--- src/rtl/pbch_re_demapper.sv ---
// SSB post-FFT demapper: splits the three PBCH symbols into DMRS and data RE streams
// using the cell DMRS shift, discarding SSS/guard subcarriers of symbol 2.
module pbch_re_demapper #(
    parameter int FP = 10
) (
    input  logic                   clk,
    input  logic                   rst,
    input  logic                   fft_valid,
    input  logic signed [FP/2-1:0] fft_in_i,
    input  logic signed [FP/2-1:0] fft_in_q,
    input  logic                   ssb_start,
    input  logic [1:0]             pci_mod4,
    output logic                   dmrs_push,
    output logic signed [FP/2-1:0] dmrs_i,
    output logic signed [FP/2-1:0] dmrs_q,
    output logic                   data_valid,
    output logic signed [FP/2-1:0] data_i,
    output logic signed [FP/2-1:0] data_q,
    output logic [1:0]             sym_idx,
    output logic                   done,
    output logic                   restart_err
);

    // Encodings double as the reported symbol index.
    typedef enum logic [1:0] {
        IDLE = 2'd0,
        SYM1 = 2'd1,
        SYM2 = 2'd2,
        SYM3 = 2'd3
    } state_t;

    localparam logic [7:0] K_LAST = 8'd239;

    state_t     state;
    logic [7:0] k;
    logic [1:0] v;

    logic       start_acc;
    logic       proc;
    state_t     cur_state;
    logic [7:0] cur_k;
    logic [1:0] cur_v;
    logic       in_region;
    logic       last_k;
    logic       hit_dmrs;
    logic       hit_data;

    // Symbol 2 carries PBCH only on the 48 subcarriers at each band edge.
    function automatic logic in_pbch_region(input state_t s, input logic [7:0] kk);
        if (s == SYM2) begin
            return (kk <= 8'd47) || (kk >= 8'd192);
        end
        return (s != IDLE);
    endfunction

    function automatic state_t next_sym(input state_t s);
        case (s)
            SYM1:    return SYM2;
            SYM2:    return SYM3;
            default: return IDLE;
        endcase
    endfunction

    // A start qualified by fft_valid overrides the running SSB, so the current
    // sample is classified as SYM1, k=0 with the freshly sampled shift.
    always_comb begin
        start_acc = fft_valid & ssb_start;
        proc      = fft_valid & (start_acc | (state != IDLE));
        cur_state = start_acc ? SYM1 : state;
        cur_k     = start_acc ? 8'd0 : k;
        cur_v     = start_acc ? pci_mod4 : v;
        in_region = in_pbch_region(cur_state, cur_k);
        last_k    = (cur_k == K_LAST);
        hit_dmrs  = proc & in_region & (cur_k[1:0] == cur_v);
        hit_data  = proc & in_region & (cur_k[1:0] != cur_v);
    end

    always_ff @(posedge clk or negedge rst) begin
        if (!rst) begin
            state       <= IDLE;
            k           <= 8'd0;
            v           <= 2'd0;
            dmrs_push   <= 1'b0;
            dmrs_i      <= '0;
            dmrs_q      <= '0;
            data_valid  <= 1'b0;
            data_i      <= '0;
            data_q      <= '0;
            sym_idx     <= 2'd0;
            done        <= 1'b0;
            restart_err <= 1'b0;
        end else begin
            dmrs_push   <= hit_dmrs;
            data_valid  <= hit_data;
            done        <= proc && (cur_state == SYM3) && last_k;
            restart_err <= start_acc && (state != IDLE);

            if (hit_dmrs) begin
                dmrs_i <= fft_in_i;
                dmrs_q <= fft_in_q;
            end
            if (hit_data) begin
                data_i <= fft_in_i;
                data_q <= fft_in_q;
            end

            // sym_idx follows the last processed RE and drops to 0 once idle.
            if (proc) begin
                sym_idx <= cur_state;
            end else if (state == IDLE) begin
                sym_idx <= 2'd0;
            end

            if (start_acc) begin
                v <= pci_mod4;
            end

            if (proc) begin
                if (last_k) begin
                    k     <= 8'd0;
                    state <= next_sym(cur_state);
                end else begin
                    k     <= cur_k + 8'd1;
                    state <= cur_state;
                end
            end
        end
    end

endmodule

--- config.mk ---
export PLATFORM = sky130hd
export DESIGN_NAME = pbch_re_demapper
export DESIGN_NICKNAME = d
export VERILOG_FILES = /design/src/rtl/pbch_re_demapper.sv
export SDC_FILE = /design/constraint.sdc
export NUM_CORES = 1
export LEC_CHECK = 0
export ABC_AREA = 0
export BUFFER_PORTS_ARGS = -buffer_cell sky130_fd_sc_hd__buf_4
export CAP_MARGIN = 20
export CORE_ASPECT_RATIO = 0.9
export CORE_MARGIN = 1
export CORE_UTILIZATION = 53
export CTS_CLUSTER_DIAMETER = 200
export CTS_CLUSTER_SIZE = 24
export DETAILED_ROUTE_END_ITERATION = 16
export PLACE_DENSITY = 0.78
export SKIP_LAST_GASP = 1
export SLEW_MARGIN = 20
export SYNTH_ARGS = -nofsm -noshare
export SYNTH_HDL_FRONTEND = slang
export SYNTH_SLANG_ARGS = --single-unit
--- constraint.sdc ---
create_clock -name clk -period 2.7 [get_ports clk]
set_input_delay 0.405 -clock clk [delete_from_list [all_inputs] [get_ports clk]]
set_output_delay 0.405 -clock clk [all_outputs]
set_load 0.02 [all_outputs]
# After elaboration in Yosys (flattened, before gate mapping)
# Cells that the tools add are included.
totals:
  ff_bits: 38
  word_cells: 46
  in_bits: 16
  out_inout_bits: 26
classes:
  n_eq_ne: 6
  muxes: 11
  n_addsub: 1
  reduce_logical: 8
  bitwise: 6
  magnitude_cmp: 2
ops:
  columns: ["op", "count"]
  rows:
  - ["$mux 8", 2]
  - ["$mux 2", 5]
  - ["$add 8x1->8 const B", 1]
  - ["$eq 8x8->1 const B", 1]
  - ["$ge 8x8->1 const B", 1]
  - ["$le 8x6->1 const B", 1]
  - ["$reduce_bool 2->1", 3]
  - ["$and 1x1->1", 5]
  - ["$eq 2x2->1 const B", 2]
  - ["$pmux 2 s2", 1]
  - ["$logic_and 1x1->1", 3]
  - ["$mux 1", 3]
  - ["$eq 2x1->1 const B", 1]
  - ["$eq 2x2->1", 1]
  - ["$logic_not 2->1", 1]
  - ["$ne 2x2->1", 1]
  - ["$logic_or 1x1->1", 1]
  - ["$or 1x1->1", 1]

# Logic depth before layout (Yosys ltp)
logic_depth:
  depth_word: 8
  ltp_mapped: 11
  depth_no_buf: 8

# Worst setup path after synthesis
# OpenSTA, ideal clock, no wires.
synth_timing:
  path_type: "in2reg"
  startpoint: "input ssb_start"
  endpoint: "register dmrs_i[0]"
  setup_ns: 0.125
  setup_slack_ns: 0.288
  path_buffers: 3
  t_required_ns: 2.575
  cell_stages: 11
  t_arrival_ns: 2.287
  path_cell_list: "clkbuf_2 > nand2_1 > clkbuf_1 > nand2b_1 > inv_1 > ha_1 > and2b_2 > a311oi_2 > nand2b_1 > buf_6 > mux2_4"
synth_via:
  elab_chain_cells: 8
  word_cells_on_any_way: 17
  cone_classes: "order compare: 2; eq/ne: 2; mux: 6; bitwise: 5; reduce/logical: 2"
synth_lines:
  columns: ["element", "line_no", "rtl"]
  rows:
  - ["start, declared", "11", "input logic ssb_start,"]
  - ["$and 1x1->1 *", "67", "start_acc = fft_valid & ssb_start;"]
  - ["$mux 8", "70", "cur_k = start_acc ? 8'd0 : k;"]
  - ["$le 8x6->1 or $ge 8x8->1 (tied branches)", "51", "return (kk <= 8'd47) || (kk >= 8'd192);"]
  - ["$logic_or 1x1->1", "51", null]
  - ["$mux 1", "50", "if (s == SYM2) begin"]
  - ["$mux 1", "53", "return (s != IDLE);"]
  - ["$and 1x1->1", "74", "hit_dmrs = proc & in_region & (cur_k[1:0] == cur_v);"]
  - ["$and 1x1->1 *", "74", null]
  - ["end signal, assigned", "99", "dmrs_i <= fft_in_i;"]
  - ["end, declared", "14", "output logic signed [FP/2-1:0] dmrs_i,"]
# Mark *: on every way between the ends. The rest lies on a longest branch, timed or not. The select of a mux whose other input is x is not followed.
# A chain may end at the register's enable or synchronous reset.

# Final worst setup path
layout_timing:
  startpoint: "register state[0]"
  endpoint: "register data_i[2]"
layout_via:
  elab_chain_cells: 6
  word_cells_on_any_way: 10
  cone_classes: "eq/ne: 1; mux: 3; bitwise: 4; reduce/logical: 2"
layout_lines:
  columns: ["element", "line_no", "rtl"]
  rows:
  - ["start, declared", "34", "state_t state;"]
  - ["start signal, assigned", "121", "state <= next_sym(cur_state);"]
  - ["start signal, assigned", "124", "state <= cur_state;"]
  - ["$mux 2", "69", "cur_state = start_acc ? SYM1 : state;"]
  - ["$eq 2x2->1", "50", null]
  - ["$mux 1", "50", null]
  - ["$mux 1", "53", null]
  - ["$and 1x1->1 * (2 in a row)", "75", "hit_data = proc & in_region & (cur_k[1:0] != cur_v);"]
  - ["end signal, assigned", "103", "data_i <= fft_in_i;"]
  - ["end, declared", "17", "output logic signed [FP/2-1:0] data_i,"]
# Mark *: on every way between the ends. The rest lies on a longest branch, timed or not.

==> out/metrics.csv <==
metric,value,unit
pwr_density_cell,869,mW/mm^2
antenna_cells,0,
routed_wl,3.59,mm
post-route-min-period,2190,ps
syn_nets,172,
end_kind,flip-flop,
slew-limit-headroom,55.4,%
p_leak,1.15,nW
clk_pin_slew_worst_paths,70,ps
skew,9.00,ps
via_count,1322,
track_usage,20.7,%
dr.pass1.iters,8,
fin_nets,217,
port_buffers,41,
grt_max_degree,39,
pin_count,42,
fmax,456,MHz
tightest_slew,667,ps
finalSetupViolCount,0,
synth-async-reset-ratio,100,%
drv_cap,0,
placementRows,20,
hpwl,2.65,mm
clock_latency,280,ps
vdd_drop_max,616,uV
cts_hold_buf,0,
finalHoldViolations,0,
syn_to_final_growth,23.0,%
ant_nets,0,
hold_path_class,input pin to asynchronous set/reset pin,
drive_gt1_share,40.4,%
crit_required,2860,ps
place_congestion,0.867,
tns,0,ps
crit_type,flip-flop to flip-flop,
post_cts_buffers,0,
die_area,0.00376,sq mm
final_common_cell,buf_4,
core,0.00338,sq mm
clockRootBuffer,clkbuf_8,
wl_per_cell,14.8,um
synth.avg_cell_area,12.3,sq um
cts.sinks,38,
cp-start-kind,flip-flop,
synth-edff-count,0,
cts_buffer_depth,2,
yosysSeqAreaShare,51.0,%
drc_errors,0,
antenna_found_initial,0,
finalInstanceArea,0.00229,sq mm
fin_crit_sh,81.2,%
dp.cells,234,
cts_buffers,5,
htree_levels,2,
arrival,2360,ps
hold_ws,74.7,ps
grt_pass1_wl,5.78,mm
start_util,55.2,%
final_cells,242,
grt_overflow,0,
die_x,64.5,um
cp_max_fo,11,
layout_setup_ws,507,ps
ys_types,39,
synth_ff_type,dfrtp_1,
tritoncts,done,
via_per_inst,5.46,
layout_common_cells,"buf_4 (46), dfrtp_1 (38), mux2_4 (18)",
grt_pass1_vias,1238,
first_iter_violations,77,
run_status,"finished, final reports clean",
yosys_warnings,0,
cts-resized-gates,0,
rsz0062_at_grt,no,
syn_inst,152,
slew_viol_final,0,
pre_cts_ws,407,ps
die_y,58.3,um
ys_ff_latch,38,
post_dp_cell_area,0.00220,sq mm
syn_area,0.00187,sq mm
critical path, stage by stage (launching register included):
cell and delay (ps):
dfrtp_1 470, nand2b_1 220, inv_1 90, ha_1 210, and2b_2 240, a311oi_2 220
nand2_1 80, buf_4 210, mux2_4 310
flip-flops by register name, indices dropped and copies added (netlist names), 2 cells and up:
register  count
k             8
data_i        5
data_q        5
dmrs_i        5
dmrs_q        5
state         2
sym_idx       2
v             2
power by group:
part           switching (W)  leakage (nW)  internal [W]
clock               0.000185        0.0472      0.000205
combinational       0.000349         0.638      0.000405
sequential          0.000120         0.462      0.000730
total               0.000654          1.15       0.00134
synth_stat cells, types with 4 or more instances:
master / count / area (sq um)
inv_1: 6 / 22.5
dfrtp_1: 38 / 951
nand2_1: 12 / 45.0
a21oi_1: 4 / 20.0
nor2_1: 6 / 22.5
o21ai_0: 8 / 40.0
mux2_4: 18 / 270
a31oi_1: 7 / 43.8
ha_1: 4 / 50.1
cells by family (layout without fill, tap and decap cells):
family	Yosys count	after routing	share of synthesized area, %
flip-flops	38	38	51.0
adder cells (fa/ha/maj)	4	4	2.68
multiplexers	20	20	15.7
buffers and inverters	14	60	4.76
XOR/XNOR	2	2	0.939
AO/OA/AOI/OAI	35	35	13.8
AND/OR/NAND/NOR	39	39	11.1
worst paths after layout:
kind / from / to / slack [ps] / cells past startpoint
min in group clk: pci_mod4[0] / v[0] / 330 / 3
worst max register to register: state[0] / data_i[2] / 510 / 8
worst max-delay path: state[0] / data_i[2] / 510 / 8
max in group asynchronous: rst / v[1] / 2290 / 1
worst min-delay path: rst / sym_idx[0] / 70 / 1
worst min register to register: v[0] / v[0] / 510 / 2
routing by layer:
layer | part of all wire, % | routed length (um) | track usage (%)
met4 | 1.3 | 46 | 7.94
met1 | 47 | 1670 | 28.0
met5 | 0 | 0 | 0
met3 | 5.2 | 186 | 5.51
met2 | 47 | 1690 | 31.9
area by class of cell:
type	instances	area (sq um)
clock buffer	6	82.6
multi-input combinational	100	826
timing repair buffer	46	345
sequential	38	951
inverter	6	22.5
tap	44	55.1
fill	249	1080
clock inverter	2	12.5
per-stage QoR:
stage | util, % | total power [W]
after floorplan | - | 0.00131
after global placement | 65.1 | 0.00159
after detailed placement | 65.1 | 0.00162
after CTS | 67.9 | 0.00201
after global routing | 67.9 | 0.00210
final | 67.9 | 0.00199
Power figures use the tool's default switching activity.
